[config.mk]
export PLATFORM = sky130hd
export DESIGN_NAME = sensor_input_conditioner
export DESIGN_NICKNAME = d
export VERILOG_FILES = /design/src/rtl/sensor_input_conditioner.sv
export SDC_FILE = /design/constraint.sdc
export NUM_CORES = 1
export LEC_CHECK = 0
export CORE_MARGIN = 10
export CORE_UTILIZATION = 60
export DETAILED_ROUTE_END_ITERATION = 8
export DONT_BUFFER_PORTS = 1
export GPL_TIMING_DRIVEN = 0
export PLACE_DENSITY = 0.79
export SETUP_SLACK_MARGIN = 0.02
export SYNTH_ARGS = -nofsm -noshare
export SYNTH_HDL_FRONTEND = slang
export SYNTH_SLANG_ARGS = --single-unit
[constraint.sdc]
create_clock -name clock -period 2.5 [get_ports clock]
set_input_delay 0.25 -clock clock [delete_from_list [all_inputs] [get_ports clock]]
set_output_delay 0.25 -clock clock [all_outputs]
set_load 0.01 [all_outputs]
[src/rtl/sensor_input_conditioner.sv]
// Board input front end: synchronizes, debounces and press-detects raw switches and buttons.
// Define BUTTON_AUTOREPEAT_EN to add hold-to-repeat pulses on the two push-buttons.
module sensor_input_conditioner #(
   parameter int SYNC_STAGES        = 2,
   parameter int TICK_DIV           = 50000,
   parameter int DEBOUNCE_TICKS     = 8,
   parameter int REPEAT_DELAY_TICKS = 64,
   parameter int REPEAT_RATE_TICKS  = 16
) (
   input  logic clock,
   input  logic reset_n,
   input  logic low_water_level_raw,
   input  logic mid_water_level_raw,
   input  logic high_water_level_raw,
   input  logic earth_humidity_raw,
   input  logic air_humidity_raw,
   input  logic low_temperature_raw,
   input  logic selector_raw,
   input  logic pulse_3_raw,
   input  logic pulse_2_raw,
   output logic low_water_level,
   output logic mid_water_level,
   output logic high_water_level,
   output logic earth_humidity,
   output logic air_humidity,
   output logic low_temperature,
   output logic selector,
   output logic pulse_3,
   output logic pulse_2,
   output logic sample_tick
);

   localparam int NCH  = 9;
   localparam int BTN0 = 7;
   localparam int CW   = $clog2(DEBOUNCE_TICKS + 1);
   localparam int PW   = (TICK_DIV > 1) ? $clog2(TICK_DIV) : 1;
   // Buttons are active-low at the pin; their lanes work in pressed=1 terms.
   localparam logic [NCH-1:0] ACT_LOW = 9'b110000000;

   logic [PW-1:0]                   presc;
   logic [NCH-1:0]                  raw_vec, synced, stable, commit;
   logic [NCH-1:0][SYNC_STAGES-1:0] sync_q;
   logic [NCH-1:0][CW-1:0]          cnt, cnt_inc;
   logic [1:0]                      rise, pulse_q;

   assign raw_vec = {pulse_2_raw, pulse_3_raw, selector_raw, low_temperature_raw,
                     air_humidity_raw, earth_humidity_raw, high_water_level_raw,
                     mid_water_level_raw, low_water_level_raw};

   assign sample_tick = (presc == PW'(TICK_DIV - 1));

   always_ff @(posedge clock) begin
      if (!reset_n)         presc <= '0;
      else if (sample_tick) presc <= '0;
      else                  presc <= presc + PW'(1);
   end

   // commit marks the tick on which a lane's stable level flips.
   always_comb begin
      synced  = '0;
      cnt_inc = '0;
      commit  = '0;
      for (int i = 0; i < NCH; i++) begin
         synced[i]  = sync_q[i][SYNC_STAGES-1] ^ ACT_LOW[i];
         cnt_inc[i] = (cnt[i] == CW'(DEBOUNCE_TICKS)) ? cnt[i] : cnt[i] + CW'(1);
         commit[i]  = sample_tick && (synced[i] != stable[i]) &&
                      (cnt_inc[i] == CW'(DEBOUNCE_TICKS));
      end
   end

   always_ff @(posedge clock) begin
      if (!reset_n) begin
         for (int i = 0; i < NCH; i++) sync_q[i] <= {SYNC_STAGES{ACT_LOW[i]}};
         stable <= '0;
         cnt    <= '0;
      end else begin
         for (int i = 0; i < NCH; i++) begin
            sync_q[i] <= {sync_q[i][SYNC_STAGES-2:0], raw_vec[i]};
            if (sample_tick) begin
               if (commit[i]) begin
                  stable[i] <= synced[i];
                  cnt[i]    <= '0;
               end else if (synced[i] != stable[i]) begin
                  cnt[i] <= cnt_inc[i];
               end else begin
                  cnt[i] <= '0;
               end
            end
         end
      end
   end

   assign rise = commit[BTN0+1:BTN0] & ~stable[BTN0+1:BTN0];

`ifdef BUTTON_AUTOREPEAT_EN
   localparam int RMAX = (REPEAT_DELAY_TICKS > REPEAT_RATE_TICKS) ? REPEAT_DELAY_TICKS
                                                                  : REPEAT_RATE_TICKS;
   localparam int RW   = $clog2(RMAX + 1);

   logic [1:0]         fall, rep_on, rep_rate, rep_fire;
   logic [1:0][RW-1:0] rep_cnt, rep_inc;

   // A repeat due on the same tick the release commits is suppressed.
   always_comb begin
      fall     = '0;
      rep_inc  = '0;
      rep_fire = '0;
      for (int b = 0; b < 2; b++) begin
         fall[b]     = commit[BTN0+b] & stable[BTN0+b];
         rep_inc[b]  = rep_cnt[b] + RW'(1);
         rep_fire[b] = rep_on[b] && sample_tick && !fall[b] &&
                       (rep_inc[b] == (rep_rate[b] ? RW'(REPEAT_RATE_TICKS)
                                                   : RW'(REPEAT_DELAY_TICKS)));
      end
   end

   always_ff @(posedge clock) begin
      if (!reset_n) begin
         pulse_q  <= '0;
         rep_on   <= '0;
         rep_rate <= '0;
         rep_cnt  <= '0;
      end else begin
         pulse_q <= rise | rep_fire;
         for (int b = 0; b < 2; b++) begin
            if (rise[b]) begin
               rep_on[b]   <= 1'b1;
               rep_rate[b] <= 1'b0;
               rep_cnt[b]  <= '0;
            end else if (fall[b]) begin
               rep_on[b]  <= 1'b0;
               rep_cnt[b] <= '0;
            end else if (rep_on[b] && sample_tick) begin
               if (rep_fire[b]) begin
                  rep_cnt[b]  <= '0;
                  rep_rate[b] <= 1'b1;
               end else begin
                  rep_cnt[b] <= rep_inc[b];
               end
            end
         end
      end
   end
`else
   always_ff @(posedge clock) begin
      if (!reset_n) pulse_q <= '0;
      else          pulse_q <= rise;
   end
`endif

   assign low_water_level  = stable[0];
   assign mid_water_level  = stable[1];
   assign high_water_level = stable[2];
   assign earth_humidity   = stable[3];
   assign air_humidity     = stable[4];
   assign low_temperature  = stable[5];
   assign selector         = stable[6];
   assign pulse_3          = pulse_q[0];
   assign pulse_2          = pulse_q[1];

endmodule

==> metrics.md, run 1 <==
| Metric | Value |
|---|---|
| CP Class | `reg2reg` |
| Die X | `105 um` |
| CP peak stage delay | `490 ps` |
| Static Leak | `1.76 nW` |
| Buf/Inv on CP | `2` |
| Via count | `3,895` |
| # setup viols final | `0` |
| Area of the core | `0.00718 mm^2` |
| Initial DRC Count | `about 320` |
| I/O pin cnt | `21` |
| Vias in the first global route | `between 3,000 and 4,000` |
| Syn avg cell area | `about 9 um^2` |
| Sequential element share of the synthesized area | `37.1%` |
| First-pass GRT wire length | `roughly 18,000 um` |
| Htree depth | `3` |
| Status | `finished clean` |
| Clock latency on the worst-skew pair | `approximately 360 ps` |
| DR WL/cell | `18.2 um` |
| Count leader, synth | `dfxtp_1` |
| Clk sinks | `81` |
| Die height | `between 100 and 150 um` |
| Drt drc | `0` |
| Antenna violations before repair | `0` |
| Synth area leader | `dfxtp_1` |
| Post-synth EDFFs | `0` |
| GRT Resource Usage Total | `19.9%` |
| Layout area overhead | `7.77%` |
| Synth cell count leaders | `dfxtp_1, nand2_1, nor2_1` |
| Yosys warns | `0` |
| IO buf count | `0` |
| Total grt overflow | `0` |
| Top flip-flop cell by instance count after synthesis | `dfxtp_1` |
| Worst Setup Start Kind | `flop` |
| Max Freq | `0.421 GHz` |
| RSZ-0062 raised after global routing | `no` |
| # rows | `31` |
| Synthesized flop and latch total | `81` |
| Mapped Area | `roughly 0.0044 mm^2` |
| Post-synth cell types | `49` |
| Syn_nets | `approximately 520` |
| Largest net degree at the start of global routing | `16` |
| Layout net count | `537` |
| Final min period | `2370 ps` |
| Clock-pin slew on the worst setup and hold paths | `90 ps` |
| Via/cell ratio | `6.37` |
| Worst path cell trace | `and2_1 -> clkbuf_1 -> and2_1 -> nand2_1 -> clkbuf_1 -> o41ai_1` |
| DRT Pass-1 Iters | `5` |
| CTS buffer count | `9` |
| Worst path slowest cell | `clkbuf_1` |
| CP endpoint kind | `flop` |
| ANT nets after route | `0` |
| Worst hold margin | `roughly 12 ps` |
| Endpoints failing hold | `0` |
| Layout Skew | `6.87 ps` |
| Setup_tns | `0 ps` |
| Final worst path period share | `94.9%` |
| Arrival time at the worst endpoint | `2630 ps` |
| Required @ worst endpoint | `2760 ps` |
| Initial Utilization | `60.8%` |
| Async SR Flop Fraction | `0%` |
| N_diodes | `0` |
| Maximum VDD drop | `0.325 mV` |
| Yosys top cell area share | `37.1%` |
| Fraction of layout cells with a size suffix above 1 | `under 10%` |
| Critical-path maximum fanout | `10` |
| Routability Congestion | `0.926` |
| Die footprint | `0.0111 mm^2` |
| Worst-margin pin slew | `743 ps` |
| Detailed Route WL | `11,100 um` |
| Max-slew violations | `0` |
| Clock Path Buffers | `2` |
| Hold crit path type | `in2reg` |
| Largest cells by area after synthesis | `dfxtp_1, ha_1, xor2_1` |
| Root buf cell | `clkbuf_8` |
| CTS tree | `built` |
| Top delay family on crit path | `buffers and inverters` |
| Pwr dens | `487 mW/mm^2` |
| Max cap viols | `0` |
| Worst slew margin | `50.5%` |
| DP HPWL | `between 7000 and 8000 um` |
| Post-Syn Instances | `~500` |
## kinds of logic after synthesis
family          synth area share, %
simple gates                   25.6
mux                            1.61
fa+ha+maj                      5.45
buf+inv                        4.84
xor+xnor                       7.82
compound gates                 17.5
flops                          37.1
## sequential cells by signal, indices dropped and copies added (netlist names)
name / count
cnt: 36
sync_q: 18
stable: 9
pulse_q: 2
presc: 16
## power breakdown
part           switching (W)   total, W  leakage, nW  internal (W)
clock network       0.000524   0.000893       0.0827      0.000369
registers          0.0000115    0.00132        0.657       0.00131
logic              0.0000555  0.0000803         1.02     0.0000248
## final timing paths
kind | start | to | slack, ps | depth (start not counted)
worst min-delay path | earth_humidity_raw | sync_q[6] | 10 | 1
worst max register to register | presc[14] | cnt[23] | 130 | 6
worst min register to register | sync_q[14] | sync_q[15] | 410 | 1
worst max-delay path | presc[14] | cnt[23] | 130 | 6
## through the flow
step	util [%]	setup WS, ps	power (W)	cells	area [um^2]
floorplan	-	588	0.00140	492	4370
global placement	62.6	161	0.00142	591	4490
detailed placement	62.6	87.1	0.00143	591	4490
CTS	65.3	69.5	0.00230	609	4690
global route	65.6	21.4	0.00236	611	4700
finish	65.6	127	0.00229	611	4700
## worst register-to-register path, stage by stage, from the launching register on
cell and delay (ps):
dfxtp_1 370, and2_1 130, clkbuf_1 490, and2_1 240, nand2_1 160, clkbuf_1 390
o41ai_1 470
## metal layers
metal / GRT usage, % / vias to the layer above / routed length, um
met5: 0 / - / 0
met4: 11.0 / 0 / 374
met1: 23.4 / 1852 / 4570
li1: - / 1828 / -
met2: 33.0 / 172 / 5310
met3: 4.20 / 43 / 869
## layout by cell type, fill, tap and decap left out, types with 8 or more instances in the layout
| cell | synthesis | layout |
|---|---|---|
| inv_1 | 21 | 21 |
| xnor2_1 | 17 | 17 |
| xor2_1 | 22 | 22 |
| nand4_1 | 21 | 21 |
| nand2_1 | 38 | 37 |
| nor2b_1 | 8 | 8 |
| a21oi_1 | 18 | 18 |
| ha_1 | 19 | 19 |
| clkbuf_8 | 0 | 9 |
| o21ai_0 | 12 | 12 |
| nor2_1 | 38 | 38 |
| o31ai_1 | 8 | 8 |
| nand3_1 | 17 | 17 |
| dfxtp_1 | 81 | 81 |
| o41ai_1 | 9 | 9 |
| and2_1 | 18 | 18 |
| nand3b_1 | 11 | 11 |
| nor4_1 | 9 | 9 |
| clkbuf_1 | 17 | 17 |
## layout make-up
type | instances | area (um^2)
Inverter | 23 | 86.3
Clock buffer | 9 | 124
Multi-Input combinational cell | 362 | 2530
Sequential cell | 81 | 1620
Tap cell | 99 | 124
Timing Repair Buffer | 4 | 35.0
Clock inverter | 7 | 53.8
Fill cell | 611 | 2470
Buffer | 26 | 125
## timing repair
item,4_1_cts,5_1_grt
endpoints found under the hold margin,2,0
gates resized for setup,0,1
buffers inserted,0,2
setup endpoints to repair,0,29
hold buffers,2,0
No activity file was read; power rests on OpenSTA's default activity.
==> inputs of run 2 (changes only) <==
Settings changed: CORE_ASPECT_RATIO from default to 0.75, CTS_CLUSTER_SIZE from default to 12, MAX_ROUTING_LAYER from default to met4.
==> metrics.md, run 2 (same netlist as run 1, synthesis figures left out) <==
| Metric | Value |
|---|---|
| Setup slack, reg-to-reg | `230 ps` |
| Worst r2r src | `presc[0]` |
| Crit path to | `sample_tick` |
| Die footprint | `0.0111 mm^2` |
| CP endpoint kind | `output port` |
| Sw Share | `24.7%` |
| Die height | `93.9 um` |
| Largest net degree at the start of global routing | `14` |
| Clock Path Buffers | `2` |
| Fin util | `68.4%` |
| Drt drc | `0` |
| FF-to-FF End | `cnt[3]` |
| Total grt overflow | `0` |
| Filler cells | `559` |
| Final Non-Filler Cells | `613` |
| Area of the core | `0.00693 mm^2` |
| Worst-margin pin slew | `~700 ps` |
| Layout area overhead | `8.63%` |
| # setup viols final | `0` |
| Final min period | `2290 ps` |
| Clock power frac | `39.6%` |
| ANT nets after route | `0` |
| Vias in the first global route | `3,685` |
| P_sw | `about 0.00057 W` |
| Critical-path maximum fanout | `10` |
| Setup ws final | `around 210 ps` |
| Worst Setup Start Kind | `flop` |
| CTS tree | `built` |
| IO buf count | `0` |
| CP Class | `reg2out` |
| Most frequent cells in the layout | `dfxtp_1, nand2_1, nor2_1, xor2_1` |
| Max-slew violations | `0` |
| Setup crit start | `presc[0]` |
| Commonest non-fill, non-tap cell in the layout | `dfxtp_1` |
| Setup_tns | `0 ps` |
| Largest regs | `cnt (36), sync_q (18), presc (16)` |
| First-pass GRT wire length | `18,700 um` |
| N_diodes | `0` |
| Detailed Route WL | `11,500 um` |
| Worst-case reg-to-reg path depth | `6` |
| Via count | `3,935` |
| Biggest register | `cnt` |
| Comb pwr share | `3.7%` |
| Root buf cell | `clkbuf_8` |
| CTS buffer count | `9` |
| Flop pwr share | `56.7%` |
| Static Leak | `1.78 nW` |
| Area of the multi-input gates | `around 0.0025 mm^2` |
| Via/cell ratio | `6.42` |
| DP HPWL | `7560 um` |
| Pwr dens | `a little under 500 mW/mm^2` |
| P_int | `between 0.0015 and 0.002 W` |
| PostCTS Resize Cnt | `0` |
| Routability Congestion | `0.917` |
| DR WL/cell | `18.8 um` |
| DRT Pass-1 Iters | `5` |
| Initial DRC Count | `545` |
| Maximum VDD drop | `0.392 mV` |
| Clk sinks | `81` |
| RSZ-0062 raised after global routing | `no` |
| Layout Skew | `between 15 and 20 ps` |
| Total Power | `approximately 0.0023 W` |
| Seq. cell area | `roughly 0.0016 mm^2` |
| Initial Utilization | `63.0%` |
| Worst slew margin | `52.9%` |
| Final worst path period share | `91.5%` |
| Pre-CTS setup slack | `134 ps` |
| Endpoints failing hold | `0` |
| GRT Resource Usage Total | `approximately a fifth` |
| Layout net count | `540` |
| Max Freq | `around 0.44 GHz` |
| Hold crit path type | `in2reg` |
| Status | `finished clean` |
| Clock latency on the worst-skew pair | `370 ps` |
| Htree depth | `3` |
| Worst path cell trace | `ha_1 -> nand3_1 -> nor3_1 -> nand2_1 -> inv_2` |
| Worst path slowest cell | `dfxtp_1` |
| Antenna violations before repair | `0` |
| Max FFs per register | `36` |
| Clock-pin slew on the worst setup and hold paths | `80 ps` |
| Max cap viols | `0` |
| Die X | `118 um` |
| I/O pin cnt | `21` |
| CP peak stage delay | `approximately 370 ps` |
| # rows | `26` |
| Fraction of layout cells with a size suffix above 1 | `8.16%` |
| Required @ worst endpoint | `between 2000 and 2500 ps` |
| Arrival time at the worst endpoint | `2040 ps` |
| Placed Cells | `590` |
==> run 2: power groups by stage <==
stage | Clock (W) | Combinational (W) | Sequential [W]
floorplan | 0 | 0.0000523 | 0.00135
finish | 0.000921 | 0.0000853 | 0.00132
CTS | 0.000926 | 0.0000804 | 0.00132
global placement | 0 | 0.0000740 | 0.00135
global route | 0.000985 | 0.0000928 | 0.00132
detailed placement | 0 | 0.0000765 | 0.00135
==> run 2: what timing repair did <==
item,in CTS,in global routing
buffers inserted,0,2
endpoints found under the setup margin,0,23
hold endpoints to repair,3,3
hold buffers,3,3
==> run 2: per-stage QoR <==
stage	instance area (um^2)	hold slack [ps]
6_report	4740	17.4
3_5_place_dp	4490	362
3_3_place_gp	4490	355
5_1_grt	4740	5.13
4_1_cts	4700	1.43
2_1_floorplan	4370	351
==> run 2: worst min-delay path by stage <==
| stage | slack [ps] | start | to | depth (start not counted) |
|---|---|---|---|---|
| after CTS | 1 | mid_water_level_raw | sync_q[2] | 1 |
| after global placement | 360 | pulse_3_raw | sync_q[14] | 1 |
| after global routing | 5 | low_water_level_raw | sync_q[0] | 1 |
| final | 20 | low_water_level_raw | sync_q[0] | 1 |
| after detailed placement | 360 | pulse_2_raw | sync_q[16] | 1 |
| after floorplan | 350 | pulse_3_raw | sync_q[14] | 1 |
==> run 2: metal layers <==
metal	track usage, %	wire [um]	up-vias
met5	-	0	-
li1	-	-	1835
met4	7.61	218	0
met1	26.2	5190	1892
met2	32.9	5200	183
met3	5.41	902	25
==> run 2: worst max-delay path: cells and delay by family (launching register included) <==
family | cells | cell delay (ps)
adders and majority gates | 1 | 200
buffers and inverters | 1 | 320
DFF | 1 | 370
and+or+nand+nor | 3 | 790
==> run 2: final cells by class <==
class,instances,area share [%]
multi-input cells,362,53.4
flip-flops and latches,81,34.2
clock buffers,12,3.27
well taps,98,2.59
plain buffers,25,2.56
inverters,23,1.82
repair buffers,8,1.58
clock inverters,4,0.580
==> inputs of run 3 (changes only) <==
Settings changed: CORE_UTILIZATION 60 to 40, PLACE_DENSITY 0.79 to 0.57.
==> metrics.md, run 3 (same netlist as run 1, synthesis figures left out) <==
| Metric | Value |
|---|---|
| Die height | `about 110 um` |
| DP HPWL | `7830 um` |
| Met1 WL | `5670 um` |
| Htree depth | `3` |
| Required @ worst endpoint | `2700 ps` |
| DR WL/cell | `17.9 um` |
| IO buf count | `0` |
| Most frequent cells in the layout | `dfxtp_1, nand2_1, nor2_1, xor2_1` |
| CP endpoint kind | `flop` |
| Worst Setup Start Kind | `flop` |
| Comb pwr share | `2.7%` |
| Clock Path Buffers | `2` |
| Vias in the first global route | `roughly 3,500` |
| Die X | `141 um` |
| Filler cells | `1,013` |
| CP Class | `reg2reg` |
| ANT nets after route | `0` |
| Die footprint | `0.0155 mm^2` |
| Layout Skew | `roughly 8.1 ps` |
| Met2 WL | `roughly 5100 um` |
| Antenna violations before repair | `0` |
| Sw Share | `21.2%` |
| Detailed Route WL | `11,600 um` |
| Worst hold margin | `9.71 ps` |
| Routability Congestion | `0.869` |
| N_diodes | `0` |
| Max cap viols | `0` |
| Worst slew margin | `53.3%` |
| DRT Pass-1 Iters | `5` |
| Drt drc | `0` |
| GRT Resource Usage Total | `15.1%` |
| Max-slew violations | `0` |
| CTS buffer count | `9` |
| Met3 wire len | `645 um` |
| # rows | `32` |
| Pwr dens | `580 mW/mm^2` |
| P_int | `0.00223 W` |
| Hold buffer count at CTS | `0` |
| Worst-margin pin slew | `701 ps` |
| Hold path depth | `1` |
| Largest regs | `cnt (36), sync_q (18), presc (16)` |
| P_sw | `about 0.0006 W` |
| Flop pwr share | `46.6%` |
| Clock-pin slew on the worst setup and hold paths | `60 ps` |
| Layout area overhead | `11.9%` |
| Largest net degree at the start of global routing | `14` |
| Critical-path maximum fanout | `10` |
| I/O pin cnt | `21` |
| Root buf cell | `clkbuf_16` |
| Area after DPL | `0.00454 mm^2` |
| Maximum VDD drop | `slightly below 0.4 mV` |
| Max FFs per register | `36` |
| Fraction of layout cells with a size suffix above 1 | `8.81%` |
| Via count | `3,736` |
| Final design instance area without fill | `roughly 0.005 mm^2` |
| Final worst path period share | `93.3%` |
| Endpoints failing hold | `0` |
| Clk sinks | `slightly above 80` |
| Total grt overflow | `0` |
| First-pass GRT wire length | `18,700 um` |
| Initial DRC Count | `273` |
| Final min period | `2330 ps` |
| Arrival time at the worst endpoint | `roughly 2500 ps` |
| Clock power frac | `50.7%` |
| RSZ-0062 raised after global routing | `yes` |
| DR top layer | `met4` |
| Hold crit path type | `in2reg` |
| Layout net count | `536` |
| Static Leak | `approximately 1.8 nW` |
| Worst-case reg-to-reg path depth | `6` |
| Status | `finished clean` |
| Initial Utilization | `41.8%` |
| # setup viols final | `0` |
| Biggest register | `cnt` |
| Commonest non-fill, non-tap cell in the layout | `dfxtp_1` |
| Area of the core | `0.0105 mm^2` |
| Max Freq | `0.429 GHz` |
| Via/cell ratio | `5.77` |
| Clock latency on the worst-skew pair | `340 ps` |
| CTS tree | `built` |
[run 3: cell types whose count changed in the layout (fill, tap and decap cells not counted), sizes merged]
cell	change
bufinv	+2
buf	+1
clkinv	+2
clkinvlp	-3
dlygate4sd3	-6
[run 3: final timing paths]
kind / end / from / slack, ps
max: cnt[2] / presc[14] / 170
min: sync_q[16] / pulse_2_raw / 10
max reg2reg: cnt[2] / presc[14] / 170
min reg2reg: sync_q[15] / sync_q[14] / 410
[run 3: final cells by class]
type | count | area, um^2 | share of cell area, %
repair buffers | 3 | 22.5 | 0.461
plain buffers | 26 | 126 | 2.59
inverters | 23 | 86.3 | 1.77
clock inverters | 5 | 78.8 | 1.61
clock buffers | 11 | 243 | 4.97
well taps | 136 | 170 | 3.48
multi-input cells | 362 | 2540 | 51.9
flip-flops and latches | 81 | 1620 | 33.2
[run 3: metal layers]
layer  vias to the layer above  GRT usage (%)
met3                        14           3.89
met1                      1784           20.4
met5                         -              -
li1                       1832              -
met2                       106           21.7
met4                         0           3.83
[run 3: worst max-delay path, cell delays in order (launching register included)]
cell and delay, ps:
dfxtp_1 360, and2_1 140, clkbuf_1 470, nand2_1 440, clkbuf_1 390, o31ai_1 320, a21oi_1 90
[run 3: what timing repair did]
action,in CTS,in global routing
setup endpoints to repair,2,34
buffers inserted,0,3
pin swaps,1,1
gates resized for setup,0,3
hold endpoints to repair,0,0
[run 3: per-stage QoR]
stage | setup TNS (ps) | utilization (%) | instances | setup WS, ps | total power [W]
after detailed placement | 0 | 43.4 | 628 | 30.9 | 0.00143
after global placement | 0 | 43.4 | 628 | 83.4 | 0.00142
final | 0 | 46.8 | 647 | 168 | 0.00283
after CTS | 0 | 46.5 | 644 | 23.9 | 0.00286
after global routing | -6.36 | 46.8 | 647 | -6.36 | 0.00293
after floorplan | 0 | - | 492 | 588 | 0.00140
[run 3: power groups by stage]
stage | Combinational, W | Clock, W | Sequential, W
floorplan | 0.0000523 | 0 | 0.00135
global placement | 0.0000769 | 0 | 0.00135
detailed placement | 0.0000773 | 0 | 0.00135
CTS | 0.0000775 | 0.00146 | 0.00132
global route | 0.0000864 | 0.00152 | 0.00132
finish | 0.0000769 | 0.00143 | 0.00132
